--- src/rtl/bus_cycle_arbiter_if.sv ---
// Bundles the fetch/LSU request ports and the external bus side of
// bus_cycle_arbiter. The arbiter uses the slave view; requesters and memory use the master view.
interface bus_cycle_arbiter_if #(
    parameter int WIDTH = 32
);
    logic             if_req;
    logic [WIDTH-1:0] if_addr;
    logic [WIDTH-1:0] if_rdata;
    logic             if_ack;
    logic             if_err;
    logic             d_req;
    logic             d_we;
    logic [WIDTH-1:0] d_addr;
    logic [WIDTH-1:0] d_wdata;
    logic [WIDTH-1:0] d_rdata;
    logic             d_ack;
    logic             d_err;
    logic [WIDTH-1:0] ADDR;
    logic [WIDTH-1:0] wdata_out;
    logic [WIDTH-1:0] mem_rdata;
    logic             stall_;
    logic             busint;
    logic             dtr_;
    logic [2:0]       t_state;

    modport slave (
        input  if_req, if_addr, d_req, d_we, d_addr, d_wdata, mem_rdata, stall_,
        output if_rdata, if_ack, if_err, d_rdata, d_ack, d_err,
        output ADDR, wdata_out, busint, dtr_, t_state
    );

    modport master (
        output if_req, if_addr, d_req, d_we, d_addr, d_wdata, mem_rdata, stall_,
        input  if_rdata, if_ack, if_err, d_rdata, d_ack, d_err,
        input  ADDR, wdata_out, busint, dtr_, t_state
    );
endinterface

--- src/rtl/bus_cycle_arbiter.sv ---
// Shares the external bus between instruction fetch and load/store, running
// T1..T4 bus cycles with wait states, timeout, and a bounded D burst.
module bus_cycle_arbiter #(
    parameter int WIDTH       = 32,
    parameter int MAX_D_BURST = 4,
    parameter int WAIT_LIMIT  = 15
) (
    input logic               clk,
    input logic               rst,
    bus_cycle_arbiter_if.slave bus
);
    localparam int DCW = (MAX_D_BURST < 1) ? 1 : $clog2(MAX_D_BURST + 1);
    localparam int WCW = (WAIT_LIMIT < 1) ? 1 : $clog2(WAIT_LIMIT + 1);

    typedef enum logic [2:0] {S_IDLE, S_T1, S_T2, S_T3, S_T4} state_e;

    state_e           state_q, state_d;
    logic             own_d_q, own_d_d;   // 1 = load/store owns the current cycle
    logic             err_q, err_d;
    logic             dtr_q, dtr_d;
    logic [DCW-1:0]   dcnt_q, dcnt_d;
    logic [WCW-1:0]   wcnt_q, wcnt_d;
    logic [WIDTH-1:0] addr_q, addr_d;
    logic [WIDTH-1:0] wdata_q, wdata_d;
    logic [WIDTH-1:0] irdata_q, irdata_d;
    logic [WIDTH-1:0] drdata_q, drdata_d;
    logic             arb_pt;
    logic             d_wins;

    assign d_wins = bus.d_req && (!bus.if_req || dcnt_q != DCW'(MAX_D_BURST));

    always_ff @(posedge clk or posedge rst) begin
        if (rst) begin
            state_q  <= S_IDLE;
            own_d_q  <= 1'b0;
            err_q    <= 1'b0;
            dtr_q    <= 1'b1;
            dcnt_q   <= '0;
            wcnt_q   <= '0;
            addr_q   <= '0;
            wdata_q  <= '0;
            irdata_q <= '0;
            drdata_q <= '0;
        end else begin
            state_q  <= state_d;
            own_d_q  <= own_d_d;
            err_q    <= err_d;
            dtr_q    <= dtr_d;
            dcnt_q   <= dcnt_d;
            wcnt_q   <= wcnt_d;
            addr_q   <= addr_d;
            wdata_q  <= wdata_d;
            irdata_q <= irdata_d;
            drdata_q <= drdata_d;
        end
    end

    always_comb begin
        state_d  = state_q;
        own_d_d  = own_d_q;
        err_d    = err_q;
        dtr_d    = dtr_q;
        dcnt_d   = dcnt_q;
        wcnt_d   = wcnt_q;
        addr_d   = addr_q;
        wdata_d  = wdata_q;
        irdata_d = irdata_q;
        drdata_d = drdata_q;
        arb_pt   = 1'b0;

        case (state_q)
            S_IDLE: arb_pt = 1'b1;
            S_T1:   state_d = S_T2;
            S_T2:   state_d = S_T3;
            S_T3: begin
                if (bus.stall_) begin
                    if (dtr_q) begin
                        if (own_d_q) drdata_d = bus.mem_rdata;
                        else         irdata_d = bus.mem_rdata;
                    end
                    state_d = S_T4;
                end else begin
                    wcnt_d = wcnt_q + WCW'(1);
                    if (WAIT_LIMIT != 0 && wcnt_q == WCW'(WAIT_LIMIT - 1)) begin
                        err_d   = 1'b1;
                        state_d = S_T4;
                    end
                end
            end
            S_T4: begin
                state_d = S_IDLE;
                arb_pt  = 1'b1;
            end
            default: state_d = S_IDLE;
        endcase

        if (arb_pt) begin
            if (!bus.if_req) dcnt_d = '0;
            if (d_wins) begin
                own_d_d = 1'b1;
                addr_d  = bus.d_addr;
                dtr_d   = ~bus.d_we;
                if (bus.d_we) wdata_d = bus.d_wdata;
                if (bus.if_req && dcnt_q != DCW'(MAX_D_BURST)) dcnt_d = dcnt_q + DCW'(1);
            end else if (bus.if_req) begin
                own_d_d = 1'b0;
                addr_d  = bus.if_addr;
                dtr_d   = 1'b1;
                dcnt_d  = '0;
            end
            if (d_wins || bus.if_req) begin
                state_d = S_T1;
                err_d   = 1'b0;
                wcnt_d  = '0;
            end
        end
    end

    // IDLE and T4 share 111 so the strobe decoder drops rd_/wr_ in T4.
    always_comb begin
        case (state_q)
            S_T1:    bus.t_state = 3'b000;
            S_T2:    bus.t_state = 3'b001;
            S_T3:    bus.t_state = 3'b010;
            default: bus.t_state = 3'b111;
        endcase
    end

    assign bus.busint    = (state_q != S_IDLE);
    assign bus.dtr_      = dtr_q;
    assign bus.ADDR      = addr_q;
    assign bus.wdata_out = wdata_q;
    assign bus.if_rdata  = irdata_q;
    assign bus.d_rdata   = drdata_q;
    assign bus.if_ack    = (state_q == S_T4) && !own_d_q && !err_q;
    assign bus.if_err    = (state_q == S_T4) && !own_d_q &&  err_q;
    assign bus.d_ack     = (state_q == S_T4) &&  own_d_q && !err_q;
    assign bus.d_err     = (state_q == S_T4) &&  own_d_q &&  err_q;
endmodule
--- src/flat_wrapper.sv ---
// flat-port wrapper written by rule: the top's interface ports become plain ports
module bus_cycle_arbiter_flat 
#(
    parameter int WIDTH       = 32,
    parameter int MAX_D_BURST = 4,
    parameter int WAIT_LIMIT  = 15
)
  (clk, rst, bus_if_req, bus_if_addr, bus_d_req, bus_d_we, bus_d_addr, bus_d_wdata, bus_mem_rdata, bus_stall_, bus_if_rdata, bus_if_ack, bus_if_err, bus_d_rdata, bus_d_ack, bus_d_err, bus_ADDR, bus_wdata_out, bus_busint, bus_dtr_, bus_t_state);
  bus_cycle_arbiter_if #(.WIDTH(WIDTH)) bus_i ();
  input logic clk;
  input logic rst;
  input wire logic [$bits(bus_i.if_req)-1:0] bus_if_req;
  input wire logic [$bits(bus_i.if_addr)-1:0] bus_if_addr;
  input wire logic [$bits(bus_i.d_req)-1:0] bus_d_req;
  input wire logic [$bits(bus_i.d_we)-1:0] bus_d_we;
  input wire logic [$bits(bus_i.d_addr)-1:0] bus_d_addr;
  input wire logic [$bits(bus_i.d_wdata)-1:0] bus_d_wdata;
  input wire logic [$bits(bus_i.mem_rdata)-1:0] bus_mem_rdata;
  input wire logic [$bits(bus_i.stall_)-1:0] bus_stall_;
  output wire logic [$bits(bus_i.if_rdata)-1:0] bus_if_rdata;
  output wire logic [$bits(bus_i.if_ack)-1:0] bus_if_ack;
  output wire logic [$bits(bus_i.if_err)-1:0] bus_if_err;
  output wire logic [$bits(bus_i.d_rdata)-1:0] bus_d_rdata;
  output wire logic [$bits(bus_i.d_ack)-1:0] bus_d_ack;
  output wire logic [$bits(bus_i.d_err)-1:0] bus_d_err;
  output wire logic [$bits(bus_i.ADDR)-1:0] bus_ADDR;
  output wire logic [$bits(bus_i.wdata_out)-1:0] bus_wdata_out;
  output wire logic [$bits(bus_i.busint)-1:0] bus_busint;
  output wire logic [$bits(bus_i.dtr_)-1:0] bus_dtr_;
  output wire logic [$bits(bus_i.t_state)-1:0] bus_t_state;
  assign bus_i.if_req = bus_if_req;
  assign bus_i.if_addr = bus_if_addr;
  assign bus_i.d_req = bus_d_req;
  assign bus_i.d_we = bus_d_we;
  assign bus_i.d_addr = bus_d_addr;
  assign bus_i.d_wdata = bus_d_wdata;
  assign bus_i.mem_rdata = bus_mem_rdata;
  assign bus_i.stall_ = bus_stall_;
  assign bus_if_rdata = bus_i.if_rdata;
  assign bus_if_ack = bus_i.if_ack;
  assign bus_if_err = bus_i.if_err;
  assign bus_d_rdata = bus_i.d_rdata;
  assign bus_d_ack = bus_i.d_ack;
  assign bus_d_err = bus_i.d_err;
  assign bus_ADDR = bus_i.ADDR;
  assign bus_wdata_out = bus_i.wdata_out;
  assign bus_busint = bus_i.busint;
  assign bus_dtr_ = bus_i.dtr_;
  assign bus_t_state = bus_i.t_state;
  bus_cycle_arbiter #(.WIDTH(WIDTH), .MAX_D_BURST(MAX_D_BURST), .WAIT_LIMIT(WAIT_LIMIT)) u_core (.clk(clk), .rst(rst), .bus(bus_i));
endmodule
--- config.mk ---
export PLATFORM = sky130hd
export DESIGN_NAME = bus_cycle_arbiter_flat
export DESIGN_NICKNAME = d
export VERILOG_FILES = /design/src/rtl/bus_cycle_arbiter_if.sv /design/src/rtl/bus_cycle_arbiter.sv /design/src/flat_wrapper.sv
export SDC_FILE = /design/constraint.sdc
export NUM_CORES = 1
export LEC_CHECK = 0
export BUFFER_PORTS_ARGS = -buffer_cell sky130_fd_sc_hd__buf_4
export CELL_PAD_IN_SITES_DETAIL_PLACEMENT = 1
export CELL_PAD_IN_SITES_GLOBAL_PLACEMENT = 1
export CORE_MARGIN = 2
export CORE_UTILIZATION = 35
export CTS_CLUSTER_DIAMETER = 150
export DETAILED_ROUTE_END_ITERATION = 6
export PLACE_DENSITY_LB_ADDON = 0.1
export SKIP_CTS_REPAIR_TIMING = 1
export SLEW_MARGIN = 0
export SYNTH_ARGS = -nofsm -noshare
export SYNTH_HDL_FRONTEND = slang
export SYNTH_SLANG_ARGS = --single-unit
--- constraint.sdc ---
create_clock -name clk -period 5.42 [get_ports clk]
set_input_delay 0.271 -clock clk [delete_from_list [all_inputs] [get_ports clk]]
set_output_delay 0.271 -clock clk [all_outputs]
set_load 0.005 [all_outputs]
==> metrics.txt, run 1 <==
period utilization 54.5%; Post-Layout Inst Area 0.00891 mm^2; CTS tree built; deepest clock path buffer count 2; via count of the first global-routing pass 5238; site row count 48; full die area 0.0185 mm^2; family with the most delay on the worst path simple AND/OR/NAND/NOR gates; largest driver fanout on the critical path 32; type of the setup path with the least slack flop to flop; DRC viols 0; Std-Cell Core Area 0.0172 mm^2; unrepaired setup endpoints after global routing no; average vias per placed instance 5.07; sequential element share of the synthesized area 57.8%; number of max-cap violations 0; relative contribution of the clock network to total power 24.2%; share of power burned in registers 37.1%; post-synthesis area per instance 12.9 um^2; clock transition at the registers of the reported paths 60 ps; overall overflow remaining after global route 0; violated checks negative hold slack; ratio of cells with drive above 1 in the final layout 55.7%; Crit path arrival time 3190 ps; half-perimeter wire length after placement 12800 um; areal power density over the cells 571 mW/mm^2; Register-to-Register Setup Slack 2470 ps; number of H-tree levels 4; largest net degree at the start of global routing 74; shortest period the worst path allows 2950 ps; clock sink count 141; total detailed-routing wirelength 18000 um; Post-Synthesis Cells 474; maximum clock frequency 338 MHz; total count of hold-check failures in the final report 72; mean routed wirelength per cell 18.6 um; Detailed Routing Iterations Pass 1 5; Reg2Reg Depth 6; global-route total usage across every layer 19.3%; CP Buf/Inv Count 2; sequence of cells on the critical path inv_1 -> ha_1 -> nand3_1 -> buf_4 -> and2_1 -> o211ai_1; worst path required time 5650 ps; internal cell power 3.52 mW; port buffer count 270; Hold/Removal Path Class input pin to async pin; layout net count 866; count of non-filler cells in the finished layout 966; share of total power in combinational logic 38.6%; # IOs 271; category of the worst setup path launch point flop; via count 4900; sort of element at the end of the critical path flop; slowest library cell on the worst path and2_1; post-synthesis net count 612; Synthesis Warnings 0; worst clock skew 8.67 ps; Layout area overhead 46.0%; launch point of the worst reg-to-reg path u_core.dcnt_q[0]$_DFFE_PP0N_; worst hold slack across all endpoints -36.6 ps; global-route wire length before repair 27800 um; Initial Util 35.5%; Clock Root Buffer clkbuf_16; run status complete, but fails checks; Die Y-Extent 136 um; insertion delay of the later-clocked pin in the worst-skew pair 420 ps; number of antenna violations at the first check in global routing 0; Critical Path Max Stage Delay 980 ps; count of final max-slew check failures 0; Final Setup Violations 0; sw frac 30.8%; flops & latches, synth 141; post-synthesis instance area 0.00610 mm^2; worst reg2reg endpoint u_core.bus.ADDR[22]$_DFFE_PP0P_; worst-case vdd ir drop 0.000234 V; number of placed instances, taps included 934; tightest slew margin relative to the limit 17.8%; total cell area at the placement stage 0.00828 mm^2; worst slack at placement 2420 ps; number of nets with antenna violations after detailed routing 0; antenna fix cells 0; leak pwr 4.26 nW; TritonCTS buffer count 17; gp weighted congestion 0.790; Setup TNS Final 0 ps; switching power total 1.57 mW; chip width 136 um; measured slew at the worst slew-check pin 1230 ps; Yosys cell types 37; drt first-iter violations 161; Worst Slack Setup Final 2470 ps
## routing by layer
layer | share of wire [%] | track usage (%) | up-vias
met2 | 50 | 32.6 | 184
li1 | - | - | 2246
met4 | 1.9 | 7.00 | 0
met5 | 0 | 0 | -
met1 | 41 | 24.4 | 2446
met3 | 6.7 | 4.21 | 24
## synthesized netlist by cell type (all sizes together)
master  count  area, um^2
dfrtp     140        3500
mux2       96        1190
o21ai      40         200
nand4      37         231
nand3      35         175
o211ai     32         240
clkbuf     28         105
buf        13        87.6
nand2      10        37.5
nor2        8        37.5
inv         7        26.3
ha          4        50.1
nor3        3        20.0
and3        2        12.5
mux2i       2        20.0
o21a        2        15.0
or2         2        12.5
a211oi      1        7.51
a21o        1        7.51
a21oi       1        5.00
a31o        1        8.76
and2        1        6.26
and4bb      1        12.5
dfstp       1        26.3
nand3b      1        20.0
nor4bb      1        10.0
o31ai       1        7.51
or3         1        6.26
xnor2       1        8.76
xor2        1        8.76
## kinds of logic (layout without fill, tap and decap cells)
group                      after synthesis  in the layout  share of synthesized area [%]
muxes                                   98             98                           19.9
adders and majority gates                4              4                          0.820
and+or+nand+nor                        102            102                           9.53
AOI/OAI and AO/OA                       79             79                           8.06
buffers and inverters                   48            315                           3.59
xor gates and xnor gates                 2              2                          0.287
DFF                                    141            141                           57.8
## layout make-up
cell class | count | area, um^2
Clock buffer | 19 | 453
Tap cell | 225 | 282
Fill cell | 1875 | 8270
Multi-Input combinational cell | 285 | 2360
Inverter | 7 | 31.3
Sequential cell | 141 | 3530
Clock inverter | 13 | 178
Timing Repair Buffer | 276 | 2070
## metrics by stage
step           util [%]  power [mW]
6_report           51.9        5.09
5_1_grt            51.9        5.42
4_1_cts            51.9        5.17
3_5_place_dp       48.2        3.90
3_3_place_gp       48.2        3.81
2_1_floorplan         -        2.78
## power by group through the flow
stage	clock network (mW)	logic, mW	registers (mW)
after floorplan	0	0.919	1.86
after global placement	0	1.94	1.87
after detailed placement	0	2.00	1.90
after CTS	1.27	2.00	1.89
after global routing	1.32	2.15	1.96
final	1.23	1.97	1.89
## worst max-delay path by stage
stage,from,to,slack (ps),cells past startpoint
final,u_core.dcnt_q[0]$_DFFE_PP0N_,u_core.bus.ADDR[22]$_DFFE_PP0P_,2470,6
after floorplan,rst,u_core.bus.ADDR[0]$_DFFE_PP0P_,1370,1
after global routing,u_core.dcnt_q[0]$_DFFE_PP0N_,u_core.bus.ADDR[22]$_DFFE_PP0P_,2220,6
after global placement,u_core.dcnt_q[0]$_DFFE_PP0N_,u_core.bus.wdata_out[10]$_DFFE_PP0P_,2510,6
after detailed placement,u_core.dcnt_q[0]$_DFFE_PP0N_,u_core.bus.wdata_out[19]$_DFFE_PP0P_,2420,6
after CTS,u_core.dcnt_q[0]$_DFFE_PP0N_,u_core.bus.wdata_out[19]$_DFFE_PP0P_,2420,6
## placed cells by master, fill, tap and decap left out, types with 3 or more instances in the layout
cell and count:
inv_1 6, dfrtp_1 140, mux2_2 64, mux2_4 30
ha_1 4, nand3_1 35, nand4_1 37, clkbuf_16 17
o21ai_0 40, nor2_1 6, o211ai_1 32, nand2_1 10
bufinv_16 3, buf_4 276, inv_6 6
## sequential cells by signal (all words and copies together), names as in the netlist
| signal | cells |
|---|---|
| u_core.bus.wdata_out | 32 |
| u_core.bus.ADDR | 32 |
| u_core.wcnt_q | 4 |
| u_core.bus.d_rdata | 32 |
| u_core.bus.if_rdata | 32 |
| u_core.state_q | 3 |
| u_core.bus.dtr_ | 1 |
| u_core.dcnt_q | 3 |
| u_core.err_q | 1 |
| u_core.own_d_q | 1 |
Note: power is estimated with default switching activity, not from simulation.
==> run 2: changes to the inputs <==
--- a/config.mk
+++ b/config.mk
@@ -5,11 +5,12 @@
 export SDC_FILE = /design/constraint.sdc
 export NUM_CORES = 1
 export LEC_CHECK = 0
+export ABC_AREA = 1
 export BUFFER_PORTS_ARGS = -buffer_cell sky130_fd_sc_hd__buf_4
 export CELL_PAD_IN_SITES_DETAIL_PLACEMENT = 1
 export CELL_PAD_IN_SITES_GLOBAL_PLACEMENT = 1
 export CORE_MARGIN = 2
-export CORE_UTILIZATION = 35
+export CORE_UTILIZATION = 31
 export CTS_CLUSTER_DIAMETER = 150
 export DETAILED_ROUTE_END_ITERATION = 6
 export PLACE_DENSITY_LB_ADDON = 0.1
==> constraint.sdc (replaced) <==
create_clock -name clk -period 2.4 [get_ports clk]
set_input_delay 0.12 -clock clk [delete_from_list [all_inputs] [get_ports clk]]
set_output_delay 0.12 -clock clk [all_outputs]
set_load 0.005 [all_outputs]
==> run 2 against run 1 <==
  * The flow still finishes with violations (negative hold slack)
  * Core utilization down 2.8 points
  * Critical path type unchanged
  * Total power up 130%
  * Maximum frequency rose by 56%
==> metrics.txt, run 2 <==
category of the worst setup path launch point flop; number of H-tree levels 4 (unchanged); number of nets with antenna violations after detailed routing 0 (unchanged); leading cell type in the layout, fill and taps excluded buf_4; sequential element share of the synthesized area 54.5% (-3.4 points); count of final max-slew check failures 0 (unchanged); flops & latches, synth 141 (unchanged); CP Buf/Inv Count 1 (-1); measured slew at the worst slew-check pin 1010 ps (-227 ps); number of antenna violations at the first check in global routing 0 (unchanged); maximum clock frequency 526 MHz (+56%); ranking of synthesized cells by area dfrtp_1, nand2_1, o21ai_2, nand2_2, inv_1; TritonCTS buffer count 17 (unchanged); highest-count cells in the layout ignoring fill and taps buf_4, nand2_1, dfrtp_1; family with the most delay on the worst path simple AND/OR/NAND/NOR gates; Crit path arrival time 2180 ps (-1010 ps); fraction of post-synthesis cell area in the top cell type by area 54.1% (-3.3 points); shortest period the worst path allows 1900 ps (-1060 ps); dominant combinational cell family by area after synthesis simple AND/OR/NAND/NOR gates; largest driver fanout on the critical path 27 (-16%); Clock Root Buffer clkbuf_16; run status complete, but fails checks; Primary FF master, synth dfrtp_1; DRC viols 0 (unchanged); Detailed Routing Iterations Pass 1 4 (-1); proportion of synthesized area in mux cells 0% (-20 points); total count of hold-check failures in the final report 18 (-75%); type of the setup path with the least slack flop to flop; worst-case vdd ir drop 0.000410 V (+76%); port buffer count 270 (unchanged); areal power density over the cells 1150 mW/mm^2 (+100%); worst slack at placement 482 ps (-1940 ps); Reg area 0.00353 mm^2 (unchanged); cell type with the highest aggregate area in the netlist dfrtp_1; simple-gate portion of the synthesized area 24.2% (+15 points); period utilization 79.2% (+25 points); clock sink count 141 (unchanged); total cell area at the placement stage 0.00876 mm^2 (+5.8%); post-synthesis instance area 0.00648 mm^2 (+6.2%); area of combinational cells with multiple inputs 0.00239 mm^2 (+1.2%); sequence of cells on the critical path nand2_2 -> nor2_4 -> nand4_4 -> buf_4 -> nand2_2 -> o21ai_2; post-synthesis net count 853 (+39%); Yosys cell types 23 (-38%); number of placed instances, taps included 1234 (+32%); violated checks negative hold slack; Post-Synthesis Cells 715 (+51%); sort of element at the end of the critical path flop; layout net count 1177 (+36%); Initial Util 31.8% (-3.7 points); worst path required time 2680 ps (-2970 ps); Die Y-Extent 149 um (+9.2%); Hold/Removal Path Class input pin to flop; library cell with the highest instance count after synthesis nand2_1; ratio of cells with drive above 1 in the final layout 42.6% (-13 points); Final Setup Violations 0 (unchanged); Std-Cell Core Area 0.0204 mm^2 (+19%); full die area 0.0221 mm^2 (+19%); Synthesis Warnings 0 (unchanged); largest net degree at the start of global routing 66 (-11%); Post-Layout Inst Area 0.00999 mm^2 (+12%); number of enable-type register cells in the synthesized netlist 0 (unchanged); most common library cells after synthesis nand2_1, dfrtp_1, inv_1; Async S/R FF share, synth 100% (unchanged); mean routed wirelength per cell 15.1 um (-19%); worst hold slack across all endpoints -12.2 ps (+24.4 ps); via count of the first global-routing pass 5692 (+8.7%); global-route wire length before repair 30400 um (+9.2%); Critical Path Max Stage Delay 480 ps (-500 ps); half-perimeter wire length after placement 13800 um (+7.6%); insertion delay of the later-clocked pin in the worst-skew pair 420 ps (about the same); parity-gate share of the synthesized area counting xor and xnor cells 0.135% (-0.15 points); total detailed-routing wirelength 20000 um (+11%); # IOs 271 (unchanged); gp weighted congestion 0.719 (-8.9%); slowest library cell on the worst path nand4_4; Layout area overhead 54.1%; Setup TNS Final 0 ps (unchanged); unrepaired setup endpoints after global routing no; antenna fix cells 0 (unchanged); count of non-filler cells in the finished layout 1322 (+37%); tightest slew margin relative to the limit 32.9% (+15 points); Top cell by count, worst path nand2_2; Filler Cells Inserted 2400 (+28%); Post-Synth Adder-Cell Area 0.772% (-0.048 points); drt first-iter violations 152 (-5.6%); number of max-cap violations 0 (unchanged); clock transition at the registers of the reported paths 60 ps (about the same); post-layout total power 11.5 mW (+130%); CTS tree built; worst clock skew 13.8 ps (+5.15 ps); Worst Slack Setup Final 500 ps (-1960 ps); average vias per placed instance 4.42 (-13%); via count 5842 (+19%); overall overflow remaining after global route 0 (unchanged); global-route total usage across every layer 17.4% (-1.9 points); post-synthesis area per instance 9.06 um^2 (-30%); share of the core filled with cells in the final layout 49.0% (-2.8 points); site row count 52 (+8.3%); leak pwr 5.27 nW (+24%); chip width 149 um (+9.2%); deepest clock path buffer count 2 (unchanged); area fraction in compound gates after synthesis 11.8% (+3.7 points)
run 2: final cells by class:
class,count,area share (%)
flip-flops and latches,141,35.3
well taps,270,3.38
clock inverters,13,2.12
repair buffers,340,27.5
inverters,84,3.19
multi-input cells,455,24.0
clock buffers,19,4.54
run 2: metal layers:
layer	global-route usage (%)	part of all wire (%)	vias to the layer above
met1	21.7	40	2775
li1	-	-	2861
met5	0	0	-
met2	28.5	50	182
met3	6.53	8.3	24
met4	5.05	1.7	0
run 2: cells by family (layout without fill, tap and decap cells):
| logic type | after synthesis | in the layout |
|---|---|---|
| compound gates | 103 | 103 |
| xor+xnor | 1 | 1 |
| fa+ha+maj | 4 | 4 |
| buf+inv | 119 | 456 |
| flops | 141 | 141 |
| simple gates | 347 | 347 |
run 2: report_power, final:
part	switching [mW]	total [mW]	internal [mW]	leakage, nW
sequential	0.722	4.17	3.44	1.77
clock	1.04	2.95	1.91	0.324
combinational	2.08	4.40	2.32	3.17
total	3.84	11.5	7.67	5.27
run 2: final timing paths:
check                                                            end                                  from  cells past startpoint  slack (ps)
worst max-delay path             u_core.bus.if_rdata[12]$_DFFE_PP0P_           u_core.state_q[1]$_DFF_PP0_                      6         500
worst min-delay path                  u_core.bus.ADDR[2]$_DFFE_PP0P_                         bus_d_addr[2]                      3         -10
worst max register to register   u_core.bus.if_rdata[12]$_DFFE_PP0P_           u_core.state_q[1]$_DFF_PP0_                      6         500
worst min register to register  u_core.bus.wdata_out[17]$_DFFE_PP0P_  u_core.bus.wdata_out[17]$_DFFE_PP0P_                      2         470
max in group asynchronous          u_core.bus.d_rdata[8]$_DFFE_PP0P_                                   rst                      4        1270
min in group asynchronous       u_core.bus.wdata_out[23]$_DFFE_PP0P_                                   rst                      3         360
run 2: worst register-to-register path, cell delays in order (launching register included):
cell	delay, ps
dfrtp_1	440
nand2_2	120
nor2_4	190
nand4_4	480
buf_4	420
nand2_2	80
o21ai_2	50
